$ cat src/rtl/inst_fetch.sv
`default_nettype none
// ============================================================================
//  Module   : inst_fetch
//  Brief    : Instruction fetch stage. Issues in-order instruction-bus reads
//             at the current PC. Returned words and their addresses are kept
//             in a small FIFO and presented to decode through an output
//             register. A jump flushes the stage and discards any responses
//             still in flight.
//  Revision : 1.0 - initial release
// ============================================================================
module inst_fetch #(
  parameter int          DEPTH   = 2,
  parameter logic [31:0] NOP     = 32'h0000_0013,
  parameter logic [2:0]  HOLD_IF = 3'd2
) (
  input  logic        i_clock,
  input  logic        i_reset_n,
  input  logic [31:0] i_pc_addr,
  input  logic        i_jump_flag,
  input  logic [2:0]  i_hold_flag,
  output logic        o_ibus_req,
  output logic [31:0] o_ibus_addr,
  input  logic        i_ibus_gnt,
  input  logic        i_ibus_rvalid,
  input  logic [31:0] i_ibus_rdata,
  output logic        o_fetch_stall,
  output logic        o_inst_valid,
  output logic [31:0] o_inst,
  output logic [31:0] o_inst_addr
);

  localparam int              c_aw    = $clog2(DEPTH);
  localparam int              c_cw    = c_aw + 1;
  localparam logic [c_cw:0]   c_depth = (c_cw + 1)'(DEPTH);

  typedef enum logic [0:0] {
    ST_RUN   = 1'b0,
    ST_FLUSH = 1'b1
  } state_t;

  state_t          r_state;
  logic [c_cw-1:0] r_outstanding;
  logic [c_cw-1:0] r_drop;
  logic [c_cw-1:0] r_fifo_cnt;
  logic [c_aw-1:0] r_aq_wr;
  logic [c_aw-1:0] r_aq_rd;
  logic [c_aw-1:0] r_fifo_wr;
  logic [c_aw-1:0] r_fifo_rd;
  logic [31:0]     r_aq        [DEPTH];
  logic [31:0]     r_fifo_inst [DEPTH];
  logic [31:0]     r_fifo_addr [DEPTH];
  logic            r_inst_valid;
  logic [31:0]     r_inst;
  logic [31:0]     r_inst_addr;
  logic            r_armed;

  logic [c_cw:0]   w_inflight;
  logic            w_req;
  logic            w_grant;
  logic            w_rvalid;
  logic            w_drop_rsp;
  logic            w_keep;
  logic            w_fifo_empty;
  logic            w_load;
  logic            w_pop;
  logic            w_push;
  logic [31:0]     w_rsp_addr;
  logic [c_cw-1:0] w_drop_next;

  // Credit: never have more words requested or buffered than the FIFO can hold
  assign w_inflight   = {1'b0, r_outstanding} + {1'b0, r_fifo_cnt};
  assign w_req        = i_reset_n & (r_state == ST_RUN) & ~i_jump_flag & (w_inflight < c_depth);
  assign w_grant      = w_req & i_ibus_gnt;

  // A response with nothing outstanding (e.g. left over from before reset) is ignored
  assign w_rvalid     = i_ibus_rvalid & (r_outstanding != '0);
  assign w_drop_rsp   = w_rvalid & (r_drop != '0);
  assign w_keep       = w_rvalid & (r_drop == '0) & ~i_jump_flag;
  assign w_rsp_addr   = r_aq[r_aq_rd];

  // Decode consumes the output register whenever it is not held
  assign w_fifo_empty = (r_fifo_cnt == '0);
  assign w_load       = ~r_inst_valid | (i_hold_flag < HOLD_IF);
  assign w_pop        = w_load & ~w_fifo_empty;
  // When the FIFO is empty and the output can load, the response bypasses the FIFO
  assign w_push       = w_keep & ~(w_load & w_fifo_empty);

  // Everything still outstanding after this cycle's response must be discarded
  assign w_drop_next  = r_outstanding - c_cw'(w_rvalid);

  assign o_ibus_req    = w_req;
  assign o_ibus_addr   = i_pc_addr;
  assign o_fetch_stall = ~i_jump_flag & ~w_grant;
  assign o_inst_valid  = r_inst_valid;
  assign o_inst        = r_inst;
  assign o_inst_addr   = r_inst_addr;

  // Control state, flush FSM, queue pointers and the decode output register
  always_ff @(posedge i_clock or negedge i_reset_n) begin
    if (!i_reset_n) begin
      r_state       <= ST_RUN;
      r_outstanding <= '0;
      r_drop        <= '0;
      r_fifo_cnt    <= '0;
      r_aq_wr       <= '0;
      r_aq_rd       <= '0;
      r_fifo_wr     <= '0;
      r_fifo_rd     <= '0;
      r_inst_valid  <= 1'b0;
      r_inst        <= NOP;
      r_inst_addr   <= '0;
      r_armed       <= 1'b0;
    end else begin
      r_armed       <= 1'b1;
      r_outstanding <= r_outstanding + c_cw'(w_grant) - c_cw'(w_rvalid);
      if (w_grant)  r_aq_wr <= r_aq_wr + c_aw'(1);
      if (w_rvalid) r_aq_rd <= r_aq_rd + c_aw'(1);

      if (i_jump_flag) begin
        r_drop       <= w_drop_next;
        r_state      <= (w_drop_next != '0) ? ST_FLUSH : ST_RUN;
        r_fifo_cnt   <= '0;
        r_fifo_wr    <= '0;
        r_fifo_rd    <= '0;
        r_inst_valid <= 1'b0;
        r_inst       <= NOP;
      end else begin
        if (w_drop_rsp) begin
          r_drop <= r_drop - c_cw'(1);
          if (r_drop == c_cw'(1)) r_state <= ST_RUN;
        end
        if (w_push) r_fifo_wr <= r_fifo_wr + c_aw'(1);
        if (w_pop)  r_fifo_rd <= r_fifo_rd + c_aw'(1);
        r_fifo_cnt <= r_fifo_cnt + c_cw'(w_push) - c_cw'(w_pop);
        if (w_load) begin
          if (!w_fifo_empty) begin
            r_inst_valid <= 1'b1;
            r_inst       <= r_fifo_inst[r_fifo_rd];
            r_inst_addr  <= r_fifo_addr[r_fifo_rd];
          end else if (w_keep) begin
            r_inst_valid <= 1'b1;
            r_inst       <= i_ibus_rdata;
            r_inst_addr  <= w_rsp_addr;
          end else begin
            r_inst_valid <= 1'b0;
            r_inst       <= NOP;
          end
        end
      end
    end
  end

  // Storage for request addresses and buffered instruction words
  always_ff @(posedge i_clock) begin
    if (w_grant) r_aq[r_aq_wr] <= i_pc_addr;
    if (w_push) begin
      r_fifo_inst[r_fifo_wr] <= i_ibus_rdata;
      r_fifo_addr[r_fifo_wr] <= w_rsp_addr;
    end
  end

  // The bus must never return data that was not requested (ignored for one cycle after reset)
  a_rvalid_orphan: assert property (@(posedge i_clock) disable iff (!i_reset_n)
    r_armed |-> !(i_ibus_rvalid && r_outstanding == '0));

endmodule
`default_nettype wire

$ cat config.mk
export PLATFORM = sky130hd
export DESIGN_NAME = inst_fetch
export DESIGN_NICKNAME = d
export VERILOG_FILES = /design/src/rtl/inst_fetch.sv
export SDC_FILE = /design/constraint.sdc
export NUM_CORES = 1
export LEC_CHECK = 0
export BUFFER_PORTS_ARGS = -buffer_cell sky130_fd_sc_hd__buf_2
export CAP_MARGIN = 20
export CORE_MARGIN = 3
export CORE_UTILIZATION = 61
export CTS_CLUSTER_SIZE = 25
export DETAILED_ROUTE_END_ITERATION = 10
export GPL_TIMING_DRIVEN = 1
export PLACE_DENSITY = 0.88
export SYNTH_ARGS = -nofsm -noshare
export SYNTH_HDL_FRONTEND = slang
export SYNTH_SLANG_ARGS = --single-unit
$ cat constraint.sdc
create_clock -name i_clock -period 6.1 [get_ports i_clock]
set_input_delay 0.305 -clock i_clock [delete_from_list [all_inputs] [get_ports i_clock]]
set_output_delay 0.305 -clock i_clock [all_outputs]
set_load 0.05 [all_outputs]
==> results.toml, run 1 <==
[status]
status = "finished, final reports clean"

[grt]
track_usage = 0.226
grt_pass1_wl_um = 35300
antenna_found_initial = 1
grt_overflow = 0
grt_max_degree = 78
grt_pass1_vias = 6708

[sta]
fmax_mhz = 345
finalCritPeriodShare = 0.475
fin_tns_setup_ns = 0
rsz0062_at_grt = "no"
hold_viol = 0
fin_crit_ns = 2.90
setup_viol = 0
skew_ns = 0.00750
relSlewSlack = 0.305
tightest_slew_ns = 1.04
finalMaxSlewViolations = 0

[placed_design]
dpl_cell_area_sq_um = 11700
hpwlAfterDp_um = 12400
gp_congestion = 0.733
io_buffers = 169
dp_cells = 1077

[logic_synthesis]
synth_nets = 831
ys_types = 34
synth_area_leaders = "edfxtp_1, dfrtp_1, mux2_4"
syn_avg_cell_area_sq_um = 14.6
synth_area_sq_um = 11000
synth_top_area_share = 0.526
ys_warn_count = 0
synth-seq-area-share = 0.699
synth_area_leader_cell = "edfxtp_1"
synth_cells = 751
synth-seq-cells = 268

[cells_and_area]
layout-drive-gt1-share = 0.289
antenna_cells = 0
layout_common_cells = "edfxtp_1, buf_2, dfrtp_1"
final_cells = 1179
area_growth_syn_to_layout_pct = 19.8
final_common_cell = "edfxtp_1"
layout.nets = 1014
design_area_sq_um = 13100

[clock_tree]
cts_sinks = 268
cts_setup_buffers = 0
ctsHoldBuffers = 46
cts.htree.levels = 1
clkTransAtPathRegs_ns = 0.06
cts_buffers = 27
cts_buffer_depth = 3
cts_resized = 0
clk_latency_ns = 0.51
cts_root_buffer = "clkbuf_16"
tritoncts = "built"

[die]
die_w_um = 140
die_h_um = 140
core_area_sq_um = 17500
rows = 48
die-area_sq_um = 19600
num_io_pins = 171
start_util = 0.628

[job]
maxCapViolCount = 0

[setup_path]
start_kind = "register"
cp_top_family = "simple AND/OR/NAND/NOR gates"
crit_type = "reg -> reg"
crit_slowest_cell = "nor2_4"
cp_cell_sequence = "and2_1 > fa_1 > nor4_2 > nand2_1 > nor2_4"
critPathArrivalTime_ns = 3.02
cp_max_fo = 32
slowest_delay_ns = 0.82
cp.required_ns = 6.23
crit_buf_inv = 0
endpoint_kind = "register"

[detailed_routing]
drc = 0
via_per_inst = 5.59
drt_iter0_drc = 372
antenna_left = 0
routed_wl_um = 22700
first_pass_iters = 7
wl_per_cell_um = 19.2
num_vias = 6593

[power]
ir_drop_uv = 397
power_mw = 6.57
power_density_nw_per_um2 = 500
leakage_nw = 5.32

[worst_hold_path]
hp-class = "in -> reg"
==> cell type report <==
class | count | area (sq um)
clock buffers | 35 | 726
clock inverters | 14 | 123
fillers | 982 | 4330
inverters | 35 | 131
multi-input cells | 373 | 2740
flip-flops and latches | 268 | 7680
well taps | 225 | 282
repair buffers | 229 | 1470
==> cells in the mapped netlist (all sizes together) <==
cell type / count
nor2: 11
clkbuf: 17
or2: 2
and2: 2
a31oi: 4
inv: 35
buf: 58
a21oi: 60
mux2i: 38
xnor2: 8
dfstp: 3
nand2: 68
edfxtp: 192
o31ai: 29
and3: 2
nor4: 1
o21ai: 66
fa: 1
mux2: 65
o22ai: 1
nor2b: 1
or3b: 1
ha: 7
nand2b: 5
xor2: 1
dfrtp: 73
==> metrics by stage <==
stage	utilization	setup slack, ns	hold slack (ns)
finish	0.752	3.20	0.0193
global route	0.752	3.00	0.00432
CTS	0.746	3.17	0.000176
detailed placement	0.671	2.95	0.461
global placement	0.671	3.04	0.455
floorplan	-	1.86	0.00941
==> power by group <==
group	internal (mW)	switching, mW
logic	0.864	1.62
clock network	0.922	0.656
registers	2.27	0.242
==> layer usage <==
layer	GRT usage	wire length, um
met4	0.0643	506
met5	0	12
met3	0.0365	1480
met1	0.293	9020
met2	0.399	11700
==> registers in the layout, indices dropped and copies added (netlist names) <==
name and flops:
o_inst 32, r_fifo_wr 1, r_fifo_rd 1, r_fifo_addr 64, r_state 1, r_aq 64, r_aq_wr 1, r_drop 2
r_outstanding 2, r_fifo_inst 64, r_fifo_cnt 2, o_inst_valid 1, r_aq_rd 1, o_inst_addr 32
==> cell families (layout without fill, tap and decap cells) <==
| kind of cell | Yosys count | in the layout | synth area share |
|---|---|---|---|
| AOI/OAI and AO/OA | 160 | 160 | 0.0818 |
| xor gates and xnor gates | 9 | 9 | 0.00719 |
| adders and majority gates | 8 | 8 | 0.00981 |
| buffers and inverters | 110 | 313 | 0.0543 |
| DFF | 268 | 268 | 0.699 |
| muxes | 103 | 103 | 0.112 |
| and+or+nand+nor | 93 | 93 | 0.0360 |
==> worst reg2reg max path, stage by stage (launching register included) <==
cell and delay (ns):
dfrtp_1 0.42, and2_1 0.18, fa_1 0.44, nor4_2 0.41, nand2_1 0.21, nor2_4 0.82
==> worst paths after layout <==
| kind | from | end | slack, ns | cells past startpoint |
|---|---|---|---|---|
| max in group asynchronous | i_reset_n | o_inst[4] | 5.26 | 3 |
| max reg2reg | r_outstanding[0] | r_aq[0][1] | 3.20 | 5 |
| max | r_outstanding[0] | r_aq[0][1] | 3.20 | 5 |
| min | i_ibus_rdata[14] | r_fifo_inst[1][14] | 0.02 | 1 |
| min in group asynchronous | i_reset_n | o_inst_addr[15] | 0.20 | 2 |
| min reg2reg | o_inst[2] | o_inst[2] | 0.47 | 2 |
Note: power is estimated with default switching activity, not from simulation.
==> run 2: changes to the inputs <==
Settings changed: CORE_UTILIZATION 61 to 51, PLACE_DENSITY 0.88 to 0.79.
Clock period 6.1 ns to 2.4 ns, I/O delays scaled along.
==> results.toml, run 2 (synthesis results as in run 1) <==
[cells_and_area]
largestRegisters = "r_aq x64, r_fifo_addr x64, r_fifo_inst x64"
final_common_cell = "edfxtp_1"
layout-drive-gt1-share = 0.296
area_growth_syn_to_layout_pct = 23.4
layout_common_cells = "edfxtp_1, buf_2, dfrtp_1"
final_cells = 1262
antenna_cells = 0
layout.nets = 1047

[clock_tree]
cts_buffers = 26
cts_setup_buffers = 0
cts.htree.levels = 1
cts_sinks = 268
clkTransAtPathRegs_ns = 0.06
clk_latency_ns = 0.52
cts_buffer_depth = 3
cts_root_buffer = "clkbuf_16"
tritoncts = "built"

[status]
status = "finished, final reports clean"

[power]
power_density_nw_per_um2 = 1230
ir_drop_uv = 756
leakage_nw = 5.46

[sta]
fmax_mhz = 437
relSlewSlack = 0.579
holdWs_ns = 0.0341
finalCritPeriodShare = 0.953
hold_viol = 0
rsz0062_at_grt = "no"
finalMaxSlewViolations = 0
tightest_slew_ns = 0.628
skew_ns = 0.00719
fin_crit_ns = 2.29
setup_viol = 0

[grt]
grt_overflow = 0
grt_pass1_vias = 6850
grt_max_degree = 65
grt_pass1_wl_um = 37400
antenna_found_initial = 0
track_usage = 0.197

[setup_path]
cp.required_ns = 2.28
start_kind = "register"
endpoint_kind = "primary output"
critPathArrivalTime_ns = 2.17
crit_type = "reg -> out"
cp_max_fo = 3

[die]
core_area_sq_um = 21100
die_w_um = 153
rows = 53
die_h_um = 153
num_io_pins = 171
start_util = 0.520
die-area_sq_um = 23300

[detailed_routing]
routed_wl_um = 23300
via_per_inst = 5.26
drt_iter0_drc = 340
num_vias = 6633
drc = 0
first_pass_iters = 5
wl_per_cell_um = 18.5
antenna_left = 0

[worst_hold_path]
hp-class = "in -> reg"

[job]
maxCapViolCount = 0

[placed_design]
hpwlAfterDp_um = 13700
gp_congestion = 0.739
io_buffers = 169
dp_cells = 1148
## run 2: repair_timing
action,CTS,global route
endpoints found under the setup margin,2,1
pin swaps,1,0
hold buffers,66,0
hold endpoints to repair,192,0
gates resized for setup,1,1
## run 2: worst paths after layout
path                                   from                to  slack [ns]  depth (start not counted)
setup / recovery           r_outstanding[0]        o_ibus_req        0.11                          5
hold / removal                i_ibus_rvalid           r_aq_rd        0.03                          3
setup reg to reg           r_outstanding[0]  r_outstanding[1]        0.21                          9
hold reg to reg                  o_inst[24]        o_inst[24]        0.48                          2
max in group asynchronous         i_reset_n         r_fifo_rd        1.11                          4
min in group asynchronous         i_reset_n         o_inst[6]        0.23                          3
## run 2: report_power, final
| group | switching (mW) | internal (mW) | total, mW |
|---|---|---|---|
| Combinational | 4.37 | 2.33 | 6.70 |
| Sequential | 0.432 | 5.76 | 6.20 |
| Clock | 1.61 | 2.16 | 3.77 |
## run 2: metrics by stage
stage          area, sq um  TNS (ns)  power (mW)   util  setup slack (ns)
6_report             13500         0        16.7  0.642             0.114
5_1_grt              13500         0        17.5  0.642            0.0320
4_1_cts              13500         0        16.7  0.642            0.0269
3_5_place_dp         12100         0        12.8  0.573            0.0573
3_3_place_gp         12100         0        12.7  0.573             0.115
2_1_floorplan        11000    -31.94        11.3      -            -0.536
## run 2: area by class of cell
type,instances,area [sq um]
clock inverter,14,86.3
clock buffer,34,702
fill,1514,7540
inverter,35,131
sequential,268,7680
multi-input combinational,373,2760
tap,275,344
timing repair buffer,263,1850
## run 2: worst max-delay path: stages (launching register included)
cell     delay (ns)
dfrtp_1        0.37
and2_1         0.17
fa_1           0.48
nor4_4         0.20
buf_4          0.17
buf_2          0.26
## run 2: routing by layer
| metal | global-route usage | up-vias | wire (um) |
|---|---|---|---|
| met5 | 0 | - | 0 |
| met4 | 0.0433 | 0 | 390 |
| met3 | 0.0335 | 35 | 1530 |
| met2 | 0.346 | 258 | 11900 |
| met1 | 0.260 | 3220 | 9490 |
| li1 | - | 3120 | - |
